`src/rtl/jtframe_prog_pkg.sv`:
```
// rtl/jtframe_prog_pkg.sv - shared types and constants for the ioctl-to-SDRAM programming packer
package jtframe_prog_pkg;

    // Widest word address an entry can carry; prog_addr is cut down to SDRAMW on the way out.
    localparam int PROG_AW = 25;

    // 1 = byte not written; bit 1 covers data[15:8]
    localparam logic [1:0] MASK_FULL    = 2'b00;
    localparam logic [1:0] MASK_LO_ONLY = 2'b10;
    localparam logic [1:0] MASK_HI_ONLY = 2'b01;

    typedef enum logic {
        IDLE,
        WRITE
    } prog_state_t;

    typedef struct packed {
        logic [1:0]         ba;
        logic [PROG_AW-1:0] addr;
        logic [15:0]        data;
        logic [1:0]         mask;
    } prog_entry_t;

endpackage

```
`src/rtl/jtframe_prog_fifo.sv`:
```
// rtl/jtframe_prog_fifo.sv - synchronous FIFO of packed programming words with simultaneous push/pop
module jtframe_prog_fifo #(
    parameter int  DEPTH = 4,
    parameter type T     = logic [7:0]
) (
    input  logic clk,
    input  logic rst_n,
    input  logic push,
    input  T     din,
    input  logic pop,
    output T     dout,
    output logic full,
    output logic empty
);
    localparam int AW = (DEPTH > 1) ? $clog2(DEPTH) : 1;
    localparam int CW = AW + 1;

    T              mem [DEPTH];
    logic [AW-1:0] wr_ptr;
    logic [AW-1:0] rd_ptr;
    logic [CW-1:0] count;
    logic          do_push;
    logic          do_pop;

    assign empty   = (count == '0);
    assign full    = (count == CW'(DEPTH));
    assign do_pop  = pop && !empty;
    // A full FIFO still accepts a push when the head leaves in the same cycle
    assign do_push = push && (!full || do_pop);
    assign dout    = mem[rd_ptr];

    always_ff @(posedge clk) begin
        if (do_push) mem[wr_ptr] <= din;
    end

    always_ff @(posedge clk or negedge rst_n) begin
        if (!rst_n) begin
            wr_ptr <= '0;
            rd_ptr <= '0;
            count  <= '0;
        end else begin
            if (do_push) wr_ptr <= wr_ptr + AW'(1);
            if (do_pop)  rd_ptr <= rd_ptr + AW'(1);
            case ({do_push, do_pop})
                2'b10:   count <= count + CW'(1);
                2'b01:   count <= count - CW'(1);
                default: count <= count;
            endcase
        end
    end

endmodule

```
`src/rtl/jtframe_prog_packer.sv`:
```
// rtl/jtframe_prog_packer.sv - packs the byte-wide ioctl download into masked 16-bit SDRAM programming writes
module jtframe_prog_packer #(
    parameter int          SDRAMW     = 23,
    parameter logic [24:0] BA1_START  = 25'h040_0000,
    parameter logic [24:0] BA2_START  = 25'h080_0000,
    parameter logic [24:0] BA3_START  = 25'h0C0_0000,
    parameter int          FIFO_DEPTH = 4,
    parameter int          SWAB       = 0
) (
    input  logic              clk_rom,
    input  logic              rst_n,
    input  logic              downloading,
    input  logic [24:0]       ioctl_addr,
    input  logic [7:0]        ioctl_data,
    input  logic              ioctl_wr,
    output logic [SDRAMW-1:0] prog_addr,
    output logic [15:0]       prog_data,
    output logic [1:0]        prog_mask,
    output logic [1:0]        prog_ba,
    output logic              prog_we,
    input  logic              prog_rdy,
    output logic              dwnld_busy,
    output logic              overflow
);
    import jtframe_prog_pkg::*;

    logic              acc;
    logic              same_word;
    logic [1:0]        in_ba;
    logic [24:0]       in_off;
    logic [SDRAMW-1:0] in_word;

    logic              dl_q;
    logic              pend_valid, pend_valid_n;
    logic              pend_odd, pend_odd_n;
    logic [1:0]        pend_ba, pend_ba_n;
    logic [SDRAMW-1:0] pend_word, pend_word_n;
    logic [7:0]        pend_data, pend_data_n;

    logic              push;
    prog_entry_t       push_entry;
    prog_entry_t       head;
    logic              full;
    logic              empty;
    logic              pop;
    prog_state_t       state, state_n;

    function automatic prog_entry_t make_entry(
        input logic [1:0]        ba,
        input logic [SDRAMW-1:0] word,
        input logic [7:0]        even_b,
        input logic [7:0]        odd_b,
        input logic              has_even,
        input logic              has_odd
    );
        prog_entry_t e;
        logic [7:0]  ev;
        logic [7:0]  od;
        ev     = has_even ? even_b : 8'h00;
        od     = has_odd  ? odd_b  : 8'h00;
        e.ba   = ba;
        e.addr = PROG_AW'(word);
        e.data = (SWAB != 0) ? {ev, od} : {od, ev};
        if (has_even && has_odd)         e.mask = MASK_FULL;
        else if (has_even == (SWAB == 0)) e.mask = MASK_LO_ONLY;
        else                             e.mask = MASK_HI_ONLY;
        return e;
    endfunction

    always_comb begin
        if (ioctl_addr >= BA3_START) begin
            in_ba  = 2'd3;
            in_off = ioctl_addr - BA3_START;
        end else if (ioctl_addr >= BA2_START) begin
            in_ba  = 2'd2;
            in_off = ioctl_addr - BA2_START;
        end else if (ioctl_addr >= BA1_START) begin
            in_ba  = 2'd1;
            in_off = ioctl_addr - BA1_START;
        end else begin
            in_ba  = 2'd0;
            in_off = ioctl_addr;
        end
    end

    assign in_word = SDRAMW'(in_off >> 1);

    // pend_odd marks an odd byte whose push was deferred because the cycle's push slot was taken
    always_comb begin
        acc          = ioctl_wr && downloading;
        same_word    = pend_valid && !pend_odd && (in_ba == pend_ba) && (in_word == pend_word);
        push         = 1'b0;
        push_entry   = '0;
        pend_valid_n = pend_valid;
        pend_odd_n   = pend_odd;
        pend_ba_n    = pend_ba;
        pend_word_n  = pend_word;
        pend_data_n  = pend_data;
        if (pend_valid && pend_odd) begin
            push         = 1'b1;
            push_entry   = make_entry(pend_ba, pend_word, 8'h00, pend_data, 1'b0, 1'b1);
            pend_valid_n = 1'b0;
            pend_odd_n   = 1'b0;
        end else if (acc) begin
            if (same_word && ioctl_addr[0]) begin
                push         = 1'b1;
                push_entry   = make_entry(pend_ba, pend_word, pend_data, ioctl_data, 1'b1, 1'b1);
                pend_valid_n = 1'b0;
            end else begin
                if (pend_valid && !same_word) begin
                    push       = 1'b1;
                    push_entry = make_entry(pend_ba, pend_word, pend_data, 8'h00, 1'b1, 1'b0);
                end
                pend_valid_n = 1'b1;
                pend_odd_n   = ioctl_addr[0];
                pend_ba_n    = in_ba;
                pend_word_n  = in_word;
                pend_data_n  = ioctl_data;
                if (ioctl_addr[0] && !pend_valid) begin
                    push         = 1'b1;
                    push_entry   = make_entry(in_ba, in_word, 8'h00, ioctl_data, 1'b0, 1'b1);
                    pend_valid_n = 1'b0;
                    pend_odd_n   = 1'b0;
                end
            end
        end else if (dl_q && !downloading && pend_valid) begin
            push         = 1'b1;
            push_entry   = make_entry(pend_ba, pend_word, pend_data, 8'h00, 1'b1, 1'b0);
            pend_valid_n = 1'b0;
        end
    end

    always_ff @(posedge clk_rom or negedge rst_n) begin
        if (!rst_n) begin
            dl_q       <= 1'b0;
            pend_valid <= 1'b0;
            pend_odd   <= 1'b0;
            pend_ba    <= '0;
            pend_word  <= '0;
            pend_data  <= '0;
            overflow   <= 1'b0;
        end else begin
            dl_q       <= downloading;
            pend_valid <= pend_valid_n;
            pend_odd   <= pend_odd_n;
            pend_ba    <= pend_ba_n;
            pend_word  <= pend_word_n;
            pend_data  <= pend_data_n;
            if (push && full && !pop)        overflow <= 1'b1;
            else if (downloading && !dl_q)   overflow <= 1'b0;
        end
    end

    jtframe_prog_fifo #(
        .DEPTH (FIFO_DEPTH),
        .T     (prog_entry_t)
    ) u_fifo (
        .clk   (clk_rom),
        .rst_n (rst_n),
        .push  (push),
        .din   (push_entry),
        .pop   (pop),
        .dout  (head),
        .full  (full),
        .empty (empty)
    );

    always_ff @(posedge clk_rom or negedge rst_n) begin
        if (!rst_n) state <= IDLE;
        else        state <= state_n;
    end

    // The head stays in the FIFO until prog_rdy, so it is stable for the whole write
    always_comb begin
        state_n = state;
        pop     = 1'b0;
        case (state)
            IDLE:    if (!empty) state_n = WRITE;
            WRITE: begin
                if (prog_rdy) begin
                    pop     = 1'b1;
                    state_n = IDLE;
                end
            end
            default: state_n = IDLE;
        endcase
    end

    assign prog_we    = (state == WRITE);
    assign prog_ba    = prog_we ? head.ba : 2'b00;
    assign prog_addr  = prog_we ? SDRAMW'(head.addr) : '0;
    assign prog_data  = prog_we ? head.data : 16'h0000;
    assign prog_mask  = prog_we ? head.mask : 2'b00;
    assign dwnld_busy = downloading || pend_valid || !empty || prog_we;

endmodule
```
`config.mk`:
```
export PLATFORM = sky130hd
export DESIGN_NAME = jtframe_prog_packer
export DESIGN_NICKNAME = d
export VERILOG_FILES = /design/src/rtl/jtframe_prog_pkg.sv /design/src/rtl/jtframe_prog_fifo.sv /design/src/rtl/jtframe_prog_packer.sv
export SDC_FILE = /design/constraint.sdc
export NUM_CORES = 1
export LEC_CHECK = 0
export CAP_MARGIN = 5
export CORE_ASPECT_RATIO = 0.7
export CORE_UTILIZATION = 45
export DETAILED_ROUTE_END_ITERATION = 16
export RECOVER_POWER = 100
export SLEW_MARGIN = 20
export SYNTH_ARGS = -nofsm -noshare
export SYNTH_HDL_FRONTEND = slang
export SYNTH_SLANG_ARGS = --single-unit
```
`constraint.sdc`:
```
create_clock -name clk_rom -period 7.3 [get_ports clk_rom]
set_clock_uncertainty 0.2 [all_clocks]
set_input_delay 1.46 -clock clk_rom [delete_from_list [all_inputs] [get_ports clk_rom]]
set_output_delay 1.46 -clock clk_rom [all_outputs]
set_load 0.02 [all_outputs]
```
======== Word-level counts from Yosys, hierarchy flattened ========
Memory sizes are Yosys's and may differ from the RTL's.
Index checks and enable logic that the tools add are counted.
operators by class
  $add $sub $neg .......................... 7
  magnitude comparators ................... 3
  equal/unequal tests ..................... 6
  muxes and demuxes ....................... 41
  bitwise operators ....................... 3
  reduce and logical (&&, ||, !) cells .... 34
operators by type and width
  operator                                                                                count
  45-bit 2-to-1 mux                                                                       6
  24-bit 2-to-1 mux                                                                       3
  25-bit by 24-bit greater-or-equal comparator with 1-bit output (second input constant)  2
  24-bit subtractor (second input constant)                                               2
  25-bit by 23-bit greater-or-equal comparator with 1-bit output (second input constant)  1
  1-bit 2-to-1 mux                                                                        24
  24-bit by 23-bit subtractor with 24-bit output (second input constant)                  1
  23-bit equality test                                                                    1
  23-bit 2-to-1 mux                                                                       1
  16-bit 2-to-1 mux                                                                       1
  1-bit logical AND                                                                       15
  1-bit logical NOT                                                                       8
  2-bit 2-to-1 mux                                                                        4
  3-bit one-hot mux with 2 select lines                                                   1
  2-bit nonzero test                                                                      3
  2-bit by 1-bit adder with 2-bit output (second input constant)                          2
  1-bit logical OR                                                                        4
  3-bit by 1-bit adder with 3-bit output (second input constant)                          1
  3-bit equality test (second input constant)                                             1
  3-bit logical NOT                                                                       1
  1-bit inverter                                                                          3
  3-bit AND reduction                                                                     1
  3-bit nonzero test                                                                      1
  3-bit by 1-bit subtractor with 3-bit output (second input constant)                     1
  other kinds (6)                                                                         6
storage, ports and cells
  register bits ........................... 45
  bits in writable memories ............... 180
  input bits .............................. 38
  output and inout bits ................... 46
  logic and storage cells ................. 106
  memories ................................ 1
memory list
  name        depth  bits a word  rd ports  clocked after memory_dff  wr ports  line                     source
  u_fifo.mem  4      45           1         0                         1         jtframe_prog_fifo.sv:18  T mem [DEPTH];

======== Longest topological paths before layout ========
  word-level depth ........................ 17
  mapped depth ............................ 15

======== Modules after synthesis ========
A second synthesis with hierarchy kept.
unflattened totals
  cell total of the unflattened synthesis .. 637
  area total of the unflattened synthesis .. 10143.5 sq um
by module, submodules not included
  module               instances  cells each  area each (sq um)  sequential area each (sq um)
  jtframe_prog_fifo    1          273         6911.6             5580.4
  jtframe_prog_packer  1          364         3231.8             950.9

======== Least setup slack after synthesis ========
Ideal clock, no wire load.
  kind .................................... input -> register
  start point ............................. input ioctl_addr[14]
  end point ............................... memory u_fifo.mem[0][0] in the netlist's numbering, enable pin
  library setup time ...................... 0.405 ns
  data arrival time ....................... 4.581 ns
  data required time ...................... 6.695 ns
  slack ................................... 2.114 ns
  stages on the path ...................... 10
  cells stage by stage .................... nor4_1 > nand4_2 > o31ai_1 > o221ai_1 > xnor2_1 > or4_1 > buf_4 > o221ai_4 > nor2b_1 > and2_1
on the way
  word-level cells in the longest chain between the ends .. 17
  elaborated cells on any way between the ends .. 27
RTL lines
  item                                                                                                    line                        source
  start, declared                                                                                         jtframe_prog_packer.sv:13   input logic [24:0] ioctl_addr,
  parallel branches: the longest is 6 deep, another holds 24-bit by 23-bit subtractor with 24-bit output  -
  1-bit logical AND *                                                                                     jtframe_prog_packer.sv:91   same_word = pend_valid && !pend_odd && (in_ba == pend_ba) && (in_word == pend_word);
  1-bit logical NOT                                                                                       jtframe_prog_packer.sv:110  if (pend_valid && !same_word) begin
  1-bit logical AND                                                                                       jtframe_prog_packer.sv:110
  1-bit 2-to-1 mux                                                                                        jtframe_prog_packer.sv:110
  1-bit 2-to-1 mux                                                                                        jtframe_prog_packer.sv:119  if (ioctl_addr[0] && !pend_valid) begin
  1-bit 2-to-1 mux *                                                                                      jtframe_prog_packer.sv:105  if (same_word && ioctl_addr[0]) begin
  1-bit 2-to-1 mux *                                                                                      jtframe_prog_packer.sv:104  end else if (acc) begin
  1-bit 2-to-1 mux *                                                                                      jtframe_prog_packer.sv:99   if (pend_valid && pend_odd) begin
  1-bit logical AND *                                                                                     jtframe_prog_fifo.sv:29     assign do_push = push && (!full || do_pop);
  1-bit 2-to-1 mux *                                                                                      jtframe_prog_fifo.sv:33     if (do_push) mem[wr_ptr] <= din;
  1-bit 2-to-1 mux (not written as such) *                                                                jtframe_prog_fifo.sv:33
  end, declared                                                                                           jtframe_prog_fifo.sv:18
Mark *: on every way between the ends.

==> results.txt <==
The synthesized net count came out at 592. The number of buffers on the longest clock path is 3. The internal portion of the total power is 2.76 mW. The final max-slew violation count is 85. The share of synthesized registers carrying an async set or reset came out at 0.207.

The width of the die came out at 174 um. The time the worst path needs with I/O delays and setup is 6.19 ns. The share of total power dissipated in the clock network is 0.280.

The combinational share of power came out at 0.308. The number of flip-flops and latches in the synthesized netlist is 217. The number of antenna violations at the first check in global routing is 0.

The tightest slew margin relative to the limit is -0.816. The sequential element share of the synthesized area came out at 0.671. The mean cell area of the mapped netlist came out at 17.2 sq um.

From synthesis to final layout, the design area changed by 19.4%. The synthesized cell area is 9370 sq um. The vias per cell came out at 5.65. The relative contribution of sequential cells to total power is 0.412. The total length of routed wires is 20.3 mm. The first global-routing pass estimated 31.6 mm of wire. The area used by multi-input combinational logic came out at 2920 sq um. For this run, the leading register cell type out of synthesis is sky130_fd_sc_hd__edfxtp_1. The overall die area is 21,400 sq um. The number of flops mapped to enable cells by yosys came out at 172. The maximum level of the CTS H-tree is 1. The proportion of layout cells with a drive suffix above 1 is 0.188. The global route total overflow is 0. The launching point of the worst reg2reg path is pend_word[13].

The quantity of gates resized following cts is 0. The worst-case register-to-register setup slack came out at 2.95 ns. The pin count of the biggest net entering global routing is 46. The number of clock sinks is 217. The routed layout has 5,232 vias. The total area of sequential cells came out at 6290 sq um. The measured slew at the worst slew-check pin came out at 2.72 ns. The ratio of total power to cell area is 350 nW/um^2. Buffers inserted to repair hold after CTS numbered 0.

The number of global-route vias before repair came to 5,423. The instance count of the mapped netlist came out at 546. The post-detailed-placement cell area came out at 10,500 sq um. The cell count of the worst reg-to-reg path is 9. The placer congestion estimate is 0.889. By area the synthesized netlist is led by sky130_fd_sc_hd__edfxtp_1 (55%), sky130_fd_sc_hd__dfrtp_1 (12%), sky130_fd_sc_hd__mux4_2 (10%).

The net switching power came out at 1.16 mW. Derived from the worst setup path, the maximum achievable clock frequency is 0.161 GHz. The required arrival time at the worst endpoint is 7.40 ns.

The share of synthesized area in the top cell type comes to 0.551. The number of buffer cells added on primary ports came out at 83. The flow ran to the end, but the final reports show violations.

The clock tree from TritonCTS is built. The largest voltage drop on the vdd net came out at 0.000143 V. The post-layout net count is 686.

The violation count after the first detailed-routing iteration came out at 398. The number of detailed-routing iterations run before antenna repair is 4. The total routing usage reported by global routing came out at 0.199.

Counting the fill cells in the layout gives 1,632. The most common cell after layout, fill and taps aside is sky130_fd_sc_hd__edfxtp_1. The Yosys step of the flow raised 0 warnings. The detail route stage leaves a number of antenna-violating nets equal to 0. The number of max-cap violations is 2. Setup repair after global routing left no endpoint under its margin.

The number of instances in the placed design is 886. Detailed placement finished with a half-perimeter wire length of 13.0 mm. The leakage power figure is 3.88 nW.

The power consumption is 3.92 mW. The post-route fraction of the period consumed by the critical path came out at 0.849. The post-CTS setup-driven buffer insertion count is 0.

The I/O pin count came out at 84. The finished cells cover 11,200 sq um. The residual DRC count came out at 0. The most critical setup path has its startpoint at ioctl_addr[4].

The data arrival time of the worst path came out at 6.29 ns. Of the total power, the share spent switching nets is 0.295. The number of unique standard cell types used by synthesis is 49.

The starting utilization of the core area is 0.466. The number of buffers created by CTS came out at 22. The floorplan step set the die height to 123 um. The repair_antennas step left the layout with diodes totalling 0. sky130_fd_sc_hd__edfxtp_1 takes more of the synthesized area than any other cell.

The worst hold path begins at u_fifo.count[2]. The total area inside the core boundary comes to 20,100 sq um. The most critical setup path has its endpoint at u_fifo.mem[3][43].

For the final routed database, the setup TNS stands at 0 ns. STA classifies the critical path startpoint as a primary input. The library cells used most frequently in the layout, excluding fill and tap cells, are sky130_fd_sc_hd__edfxtp_1 (172), sky130_fd_sc_hd__dfrtp_1 (44), sky130_fd_sc_hd__dlygate4sd3_1 (44).

The tree is rooted in a sky130_fd_sc_hd__clkbuf_16. STA classifies the critical path endpoint as a flop. Clock latency on the worst-skew pair, taken at its later pin, is 0.49 ns.

The clock-pin slew on the worst setup and hold paths is 0.06 ns. The setup-violating endpoint count in the final report is 0. In this run the worst hold path is classified as flop to flop. The largest fanout on the critical path came out at 25. The reg-to-reg endpoint is u_fifo.mem[3][43]. The final reports fail on capacitance limit, slew limit. The number of placement rows is 43. The wire length per cell is 21.9 um. The type of the setup path with the least slack is primary input to flop. The number of hold violations in the final report is 0. Leaving out filler cells and counting taps, the final layout contains 926.
## power groups by stage
| stage | Sequential [mW] | Combinational (mW) | Clock (mW) |
|---|---|---|---|
| final | 1.61 | 1.21 | 1.10 |
| after global routing | 1.63 | 1.31 | 1.17 |
| after CTS | 1.62 | 1.27 | 1.13 |
| after detailed placement | 1.64 | 1.27 | 0 |
| after global placement | 1.63 | 1.26 | 0 |
| after floorplan | 1.58 | 0.818 | 0 |
## kinds of logic (layout without fill, tap and decap cells)
group	Yosys count	in the layout	share of synthesized area
adder cells (fa/ha/maj)	8	8	0.0115
multiplexers	78	78	0.145
buffers and inverters	33	143	0.0151
AO/OA/AOI/OAI	65	65	0.0558
XOR/XNOR	29	29	0.0271
flip-flops	217	217	0.671
AND/OR/NAND/NOR	116	116	0.0741
## per-stage QoR
stage | hold WS, ns | setup slack, ns | utilization
after CTS | 0.301 | 1.59 | 0.558
after global placement | 0.285 | 1.19 | 0.523
after detailed placement | 0.293 | 1.07 | 0.523
after floorplan | 0.261 | 2.11 | -
final | 0.294 | 1.11 | 0.556
after global routing | 0.342 | 0.786 | 0.556
## worst max-delay path: stages
cell and delay, ns:
sky130_fd_sc_hd__dlygate4sd3_1 0.60, sky130_fd_sc_hd__nor4_1 0.60, sky130_fd_sc_hd__nand4_1 0.41, sky130_fd_sc_hd__o31ai_1 0.46, sky130_fd_sc_hd__o221ai_1 0.28, sky130_fd_sc_hd__xnor2_1 0.17, sky130_fd_sc_hd__or4_1 0.58, sky130_fd_sc_hd__mux2i_1 0.19
sky130_fd_sc_hd__o21ai_2 0.12, sky130_fd_sc_hd__clkbuf_1 0.99, sky130_fd_sc_hd__a22o_1 0.42
## sequential cells by signal (all words and copies together), names as in the netlist, 2 cells and up
register,cells
u_fifo.rd_ptr,2
pend_data,8
u_fifo.count,3
pend_word,23
pend_ba,2
u_fifo.mem,172
u_fifo.wr_ptr,2
## how the worst min path moves through the flow
| stage | endpoint | cells past startpoint |
|---|---|---|
| 2_1_floorplan | u_fifo.count[2] | 1 |
| 3_3_place_gp | u_fifo.count[2] | 1 |
| 3_5_place_dp | u_fifo.count[2] | 1 |
| 4_1_cts | u_fifo.count[2] | 1 |
| 5_1_grt | u_fifo.count[2] | 1 |
| 6_report | u_fifo.count[2] | 1 |
## cell type report
cell class              count  area share
flip-flops and latches    217       0.562
multi-input cells         296       0.261
repair buffers             95      0.0802
clock buffers              27      0.0537
well taps                 270      0.0302
clock inverters            13     0.00984
inverters                   8     0.00268
## synth_stat cells, drive strengths merged, types with 8 or more instances
library cell / n
a22o: 31
and2: 58
buf: 9
clkbuf: 16
dfrtp: 45
edfxtp: 172
inv: 8
mux2: 32
mux4: 43
nand2: 14
nand3: 8
nor2: 8
o21ai: 12
xnor2: 24
## layer usage
| metal | global-route usage | up-vias | part of all wire |
|---|---|---|---|
| met2 | 0.304 | 155 | 0.45 |
| li1 | - | 2330 | - |
| met1 | 0.298 | 2711 | 0.47 |
| met3 | 0.0257 | 36 | 0.050 |
| met4 | 0.0620 | 0 | 0.024 |
| met5 | 0 | - | 0 |
Note: power is estimated with default switching activity, not from simulation.
